==> src/rtl/sp_ram_pkg.sv <==
// Shared constants and types for the byte-enable scratch RAM: read-during-write
// modes, clear-sequence state encoding and the lane-count helper.
package sp_ram_pkg;

    localparam int RW_READ_FIRST  = 0;
    localparam int RW_WRITE_FIRST = 1;
    localparam int RW_NO_CHANGE   = 2;

    typedef enum logic {
        ST_INIT = 1'b0,
        ST_IDLE = 1'b1
    } ram_state_e;

    function automatic int lane_count(input int data_width, input int byte_width);
        return data_width / byte_width;
    endfunction

endpackage

==> src/rtl/sp_ram_rd_pipe.sv <==
// Read-data delay line: stage 0 captures data only when loaded, later stages
// shift every cycle. All data and valid bits reset asynchronously to zero.
module sp_ram_rd_pipe #(
    parameter int DATA_WIDTH = 16,
    parameter int RD_LATENCY = 1
) (
    input  logic                  clk,
    input  logic                  rst_n,
    input  logic                  stage_load_i,
    input  logic [DATA_WIDTH-1:0] stage_data_i,
    input  logic                  stage_valid_i,
    output logic [DATA_WIDTH-1:0] data_o,
    output logic                  valid_o
);

    logic [RD_LATENCY-1:0][DATA_WIDTH-1:0] data_q;
    logic [RD_LATENCY-1:0]                 valid_q;

    always_ff @(posedge clk or negedge rst_n) begin
        if (!rst_n) begin
            data_q  <= '0;
            valid_q <= '0;
        end else begin
            // Stage 0 holds its data when nothing is loaded; valid is always refreshed.
            if (stage_load_i) begin
                data_q[0] <= stage_data_i;
            end
            valid_q[0] <= stage_valid_i;
            for (int i = 1; i < RD_LATENCY; i++) begin
                data_q[i]  <= data_q[i-1];
                valid_q[i] <= valid_q[i-1];
            end
        end
    end

    assign data_o  = data_q[RD_LATENCY-1];
    assign valid_o = valid_q[RD_LATENCY-1];

endmodule

==> src/rtl/sp_sync_ram_be.sv <==
// Single-port synchronous RAM with byte-lane write enables, configurable read
// latency, selectable read-during-write output and a post-reset clear sweep.
module sp_sync_ram_be
    import sp_ram_pkg::*;
#(
    parameter int ADDR_WIDTH     = 4,
    parameter int DATA_WIDTH     = 16,
    parameter int DEPTH          = 16,
    parameter int BYTE_WIDTH     = 8,
    parameter int RD_LATENCY     = 1,
    parameter int RW_MODE        = 0,
    parameter int CLEAR_ON_RESET = 1
) (
    input  logic                             clk,
    input  logic                             rst_n,
    input  logic                             cs,
    input  logic                             we,
    input  logic [DATA_WIDTH/BYTE_WIDTH-1:0] be,
    input  logic [ADDR_WIDTH-1:0]            addr,
    input  logic [DATA_WIDTH-1:0]            wdata,
    input  logic                             oe,
    output logic [DATA_WIDTH-1:0]            rdata,
    output logic                             rvalid,
    output logic                             busy
);

    localparam int NUM_LANES = lane_count(DATA_WIDTH, BYTE_WIDTH);
    localparam logic [ADDR_WIDTH-1:0] LAST_ADDR = ADDR_WIDTH'(DEPTH - 1);

    logic [DATA_WIDTH-1:0] mem [DEPTH];

    ram_state_e            state_q;
    logic                  busy_q;
    logic [ADDR_WIDTH-1:0] clr_cnt_q;

    logic                  req;
    logic                  in_range;
    logic [DATA_WIDTH-1:0] old_word;
    logic [DATA_WIDTH-1:0] merged_word;
    logic                  mem_we;
    logic [ADDR_WIDTH-1:0] mem_waddr;
    logic [DATA_WIDTH-1:0] mem_wdata;
    logic                  stage_load_d;
    logic [DATA_WIDTH-1:0] stage_data_d;
    logic                  stage_valid_d;
    logic [DATA_WIDTH-1:0] pipe_data;
    logic                  pipe_valid;

    assign req      = cs && !busy_q;
    assign in_range = ({1'b0, addr} < (ADDR_WIDTH + 1)'(DEPTH));
    assign old_word = in_range ? mem[addr] : '0;

    generate
        for (genvar gi = 0; gi < NUM_LANES; gi++) begin : g_lane
            assign merged_word[gi*BYTE_WIDTH +: BYTE_WIDTH] =
                be[gi] ? wdata[gi*BYTE_WIDTH +: BYTE_WIDTH]
                       : old_word[gi*BYTE_WIDTH +: BYTE_WIDTH];
        end
    endgenerate

    // The clear sweep owns the single write port while busy.
    assign mem_we    = busy_q || (req && we && in_range);
    assign mem_waddr = busy_q ? clr_cnt_q : addr;
    assign mem_wdata = busy_q ? '0 : merged_word;

    always_ff @(posedge clk) begin
        if (mem_we) begin
            mem[mem_waddr] <= mem_wdata;
        end
    end

    always_ff @(posedge clk or negedge rst_n) begin
        if (!rst_n) begin
            state_q   <= (CLEAR_ON_RESET != 0) ? ST_INIT : ST_IDLE;
            busy_q    <= (CLEAR_ON_RESET != 0);
            clr_cnt_q <= '0;
        end else begin
            case (state_q)
                ST_INIT: begin
                    clr_cnt_q <= clr_cnt_q + ADDR_WIDTH'(1);
                    if (clr_cnt_q == LAST_ADDR) begin
                        state_q   <= ST_IDLE;
                        busy_q    <= 1'b0;
                        clr_cnt_q <= '0;
                    end
                end
                ST_IDLE: begin
                    busy_q <= 1'b0;
                end
                default: begin
                    state_q <= ST_IDLE;
                    busy_q  <= 1'b0;
                end
            endcase
        end
    end

    always_comb begin
        stage_load_d  = 1'b0;
        stage_data_d  = old_word;
        stage_valid_d = req && !we;
        if (req && !we) begin
            stage_load_d = 1'b1;
        end else if (req && we) begin
            if (RW_MODE == RW_READ_FIRST) begin
                stage_load_d = 1'b1;
            end else if (RW_MODE == RW_WRITE_FIRST) begin
                stage_load_d = 1'b1;
                stage_data_d = in_range ? merged_word : '0;
            end
        end
    end

    sp_ram_rd_pipe #(
        .DATA_WIDTH (DATA_WIDTH),
        .RD_LATENCY (RD_LATENCY)
    ) u_rd_pipe (
        .clk           (clk),
        .rst_n         (rst_n),
        .stage_load_i  (stage_load_d),
        .stage_data_i  (stage_data_d),
        .stage_valid_i (stage_valid_d),
        .data_o        (pipe_data),
        .valid_o       (pipe_valid)
    );

    assign rdata  = oe ? pipe_data : '0;
    assign rvalid = pipe_valid;
    assign busy   = busy_q;

endmodule

==> config.mk <==
export PLATFORM = sky130hd
export DESIGN_NAME = sp_sync_ram_be
export DESIGN_NICKNAME = d
export VERILOG_FILES = /design/src/rtl/sp_ram_pkg.sv /design/src/rtl/sp_ram_rd_pipe.sv /design/src/rtl/sp_sync_ram_be.sv
export SDC_FILE = /design/constraint.sdc
export NUM_CORES = 1
export LEC_CHECK = 0
export ABC_AREA = 1
export CAP_MARGIN = 40
export CORE_ASPECT_RATIO = 1.2
export CORE_UTILIZATION = 55
export DETAILED_ROUTE_END_ITERATION = 8
export DONT_BUFFER_PORTS = 1
export PLACE_DENSITY = 0.73
export SYNTH_ARGS = -nofsm -noshare
export SYNTH_HDL_FRONTEND = slang
export SYNTH_SLANG_ARGS = --single-unit
==> constraint.sdc <==
create_clock -name clk -period 2.13 [get_ports clk]
set_input_delay 0.3195 -clock clk [delete_from_list [all_inputs] [get_ports clk]]
set_output_delay 0.3195 -clock clk [all_outputs]
set_load 0.1 [all_outputs]
==> metrics.cfg <==
[route]
drtIter0Drc = 688
wirelength_mm = 29.63
post_drt_wl_per_cell_um = 18.53
wl_met2_mm = 14.53
drc = 20
wl_met1_mm = 11.94
dr.pass1.iters = 8
antenna_left = 0
viasPerCell = 5.444
dr.max_layer_used = met4
dr_wl_met3_mm = 2.417
route.vias.total = 8705

[timing]
setup_viol = 0
tns_ns = 0
slew-limit-headroom_pct = 52.04
clock.fmax_mhz = 500.0
worst_slack_ns = 0.1299
rsz0062_at_grt = no
fin_crit_sh_pct = 93.90
drv_slew = 0
fin_skew_ns = 0.01357
layout_min_cycle_time_ns = 2.000
tightest_slew_ns = 0.7177
hold_violations = 0

[place]
placed_cells = 1548
dp_slack_ns = 0.1426
hpwl_mm = 18.24
gp_congestion = 0.8194
portBuffers = 0

[die]
die_h_um = 165.8
rows = 59
die_w_um = 138.5
start_util_pct = 56.44
io-pin-count = 45
dieArea_mm2 = 0.02295
coreArea_mm2 = 0.02178

[worst_setup_path]
startpoint_type = register
r2r_slack_ns = 0.13
cp_max_fo = 13
r2r_start = busy$_DFFE_PN1P_
worstPathArrival_ns = 2.29
timing.rr.end = mem[14][5]$_DFFE_PP_
critPathCaptureType = register
r2r_cells = 8
cp.required_ns = 2.42
path_class = reg2reg

[logic_synthesis]
yosysUniqueCellTypes = 19
syn_area_per_cell_um2 = 9.802
syn_nets = 1282
synth-seq-area-share_pct = 67.23
synth-seq-cells = 279
synth_cells = 1254
synth_area_mm2 = 0.01229
ys.flop_type = edfxtp_1
synthTopCellsByCount = nand2_1, edfxtp_1, nand3_1
yosysTopAreaCellShare_pct = 62.54
synth-edff-count = 256
synthTopCellsByArea = edfxtp_1, nand2_1, nand3_1
ys_warn_count = 0
async_reset_ff_share_pct = 8.244
synth_largest_area_cell = edfxtp_1
yosysMostFrequentCell = nand2_1

[clock_tree]
root_buffer = clkbuf_16
clk_pin_slew_ns = 0.06
clk_latency_ns = 0.54
max-clock-path-buffers = 3
cts_made_buffers = 27
cts-htree-levels = 1
cts_sinks = 279
cts_tree = built

[min_path]
holdPathStages = 4
worstHoldEndpoint = u_rd_pipe.data_o[6]$_DFFE_PN0P_
hp-start = addr[3]
hold_path_class = in2reg

[layout]
fin_nets = 1334
fin_cells = 1599
fin_util_pct = 65.79
areaGrowthSynthToFinish_pct = 16.56
drive_above_1_share_pct = 11.70
n_antenna_cell = 0

[pwr]
power_w = 0.01184
p_leak_nw = 6.279
ir_worst_vdd_mv = 0.5569
power.density_mw_per_mm2 = 826.4

[global_routing]
globalRouteOverflowTotal = 0
grt_pass1_vias = 8430
grt.total_usage_pct = 26.86
antenna_found_initial = 0
grt_pass1_wl_mm = 46.80
grt_max_degree = 131

[run]
cap_violations = 0

[outcome]
violations = DRC
status = finished with violations

-- cell type report --
| cell class | instances | area, µm² |
|---|---|---|
| Sequential cell | 279 | 8268 |
| Fill cell | 1597 | 7450 |
| Multi-Input combinational cell | 739 | 3211 |
| Timing Repair Buffer | 82 | 978.4 |
| Clock buffer | 37 | 763.2 |
| Inverter | 177 | 665.6 |
| Tap cell | 274 | 342.8 |
| Clock inverter | 11 | 98.84 |
-- cells in the final DEF, fill, tap and decap left out --
cell and n:
nand2_1 490, edfxtp_1 256, nand3_1 179, inv_1 173, buf_4 51, nor2_1 34
buf_12 28, clkbuf_16 27, dfrtp_1 22, nor2_4 16, clkinv_2 5, clkbuf_8 5
clkbuf_1 5, o21ai_0 4, nand2_2 4, inv_2 2, or2_2 2, nand3_2 2
nand3_4 2, clkinv_1 2, clkinvlp_4 2, dlygate4sd3_1 2, o21ai_2 1, o21ai_4 1
o21ai_1 1, nor2_2 1, nand4_1 1, ha_1 1, dfstp_4 1, inv_6 1
clkinv_8 1, bufinv_16 1, clkinvlp_2 1, buf_8 1
-- logic make-up after synthesis --
kind of cell             share of synthesized area (%)
adder cells (fa/ha/maj)                         0.1018
AO/OA/AOI/OAI                                   0.2850
flip-flops                                       67.23
buffers and inverters                            8.113
AND/OR/NAND/NOR                                  24.27
-- through the flow --
| stage | hold slack, ns | instance area [µm²] |
|---|---|---|
| 3_3_place_gp | 0.02447 | 13430 |
| 3_5_place_dp | 0.02449 | 13430 |
| 6_report | 0.04944 | 14330 |
| 4_1_cts | 0.04507 | 14310 |
| 5_1_grt | 0.06752 | 14330 |
| 2_1_floorplan | 0.02391 | 12480 |
-- sequential cells by signal, indices dropped and copies added (netlist names) --
register / count
clr_cnt_q: 4
u_rd_pipe.valid_o: 1
u_rd_pipe.data_o: 16
state_q: 1
mem: 256
busy: 1
-- worst max-delay path, stage by stage, from the launching register on --
cell	delay, ns
dfstp_4	0.67
inv_2	0.06
or2_2	0.30
o21ai_4	0.10
inv_1	0.12
nand3_2	0.11
buf_4	0.17
nor2_4	0.06
buf_12	0.17
-- power breakdown --
part | leakage [nW] | switching (W) | internal, W
sequential | 2.59 | 0.0000296 | 0.00614
combinational | 3.27 | 0.000769 | 0.000314
clock | 0.418 | 0.00196 | 0.00263
-- how the worst max path moves through the flow --
| stage | start | endpoint | slack (ns) | cells past startpoint |
|---|---|---|---|---|
| 3_5_place_dp | busy$_DFFE_PN1P_ | mem[15][9]$_DFFE_PP_ | 0.14 | 6 |
| 3_3_place_gp | busy$_DFFE_PN1P_ | mem[14][7]$_DFFE_PP_ | 0.17 | 8 |
| 6_report | busy$_DFFE_PN1P_ | mem[14][5]$_DFFE_PP_ | 0.13 | 8 |
| 4_1_cts | busy$_DFFE_PN1P_ | mem[14][5]$_DFFE_PP_ | 0.13 | 8 |
| 2_1_floorplan | busy$_DFFE_PN1P_ | mem[0][0]$_DFFE_PP_ | 0.005 | 5 |
| 5_1_grt | busy$_DFFE_PN1P_ | mem[15][5]$_DFFE_PP_ | 0.07 | 6 |
-- what timing repair did --
action | in CTS | in global routing
setup buffers | 0 | 0
setup endpoints to repair | 0 | 0
gates resized for setup | 0 | 0
hold buffers | 2 | 0
hold endpoints to repair | 24 | 0
-- per-layer routing --
layer / GRT usage (%) / vias up
met5: 0 / -
met4: 9.575 / 0
met3: 4.181 / 62
met2: 45.07 / 372
met1: 35.70 / 4142
li1: - / 4129
No activity file was read; power rests on OpenSTA's default activity.
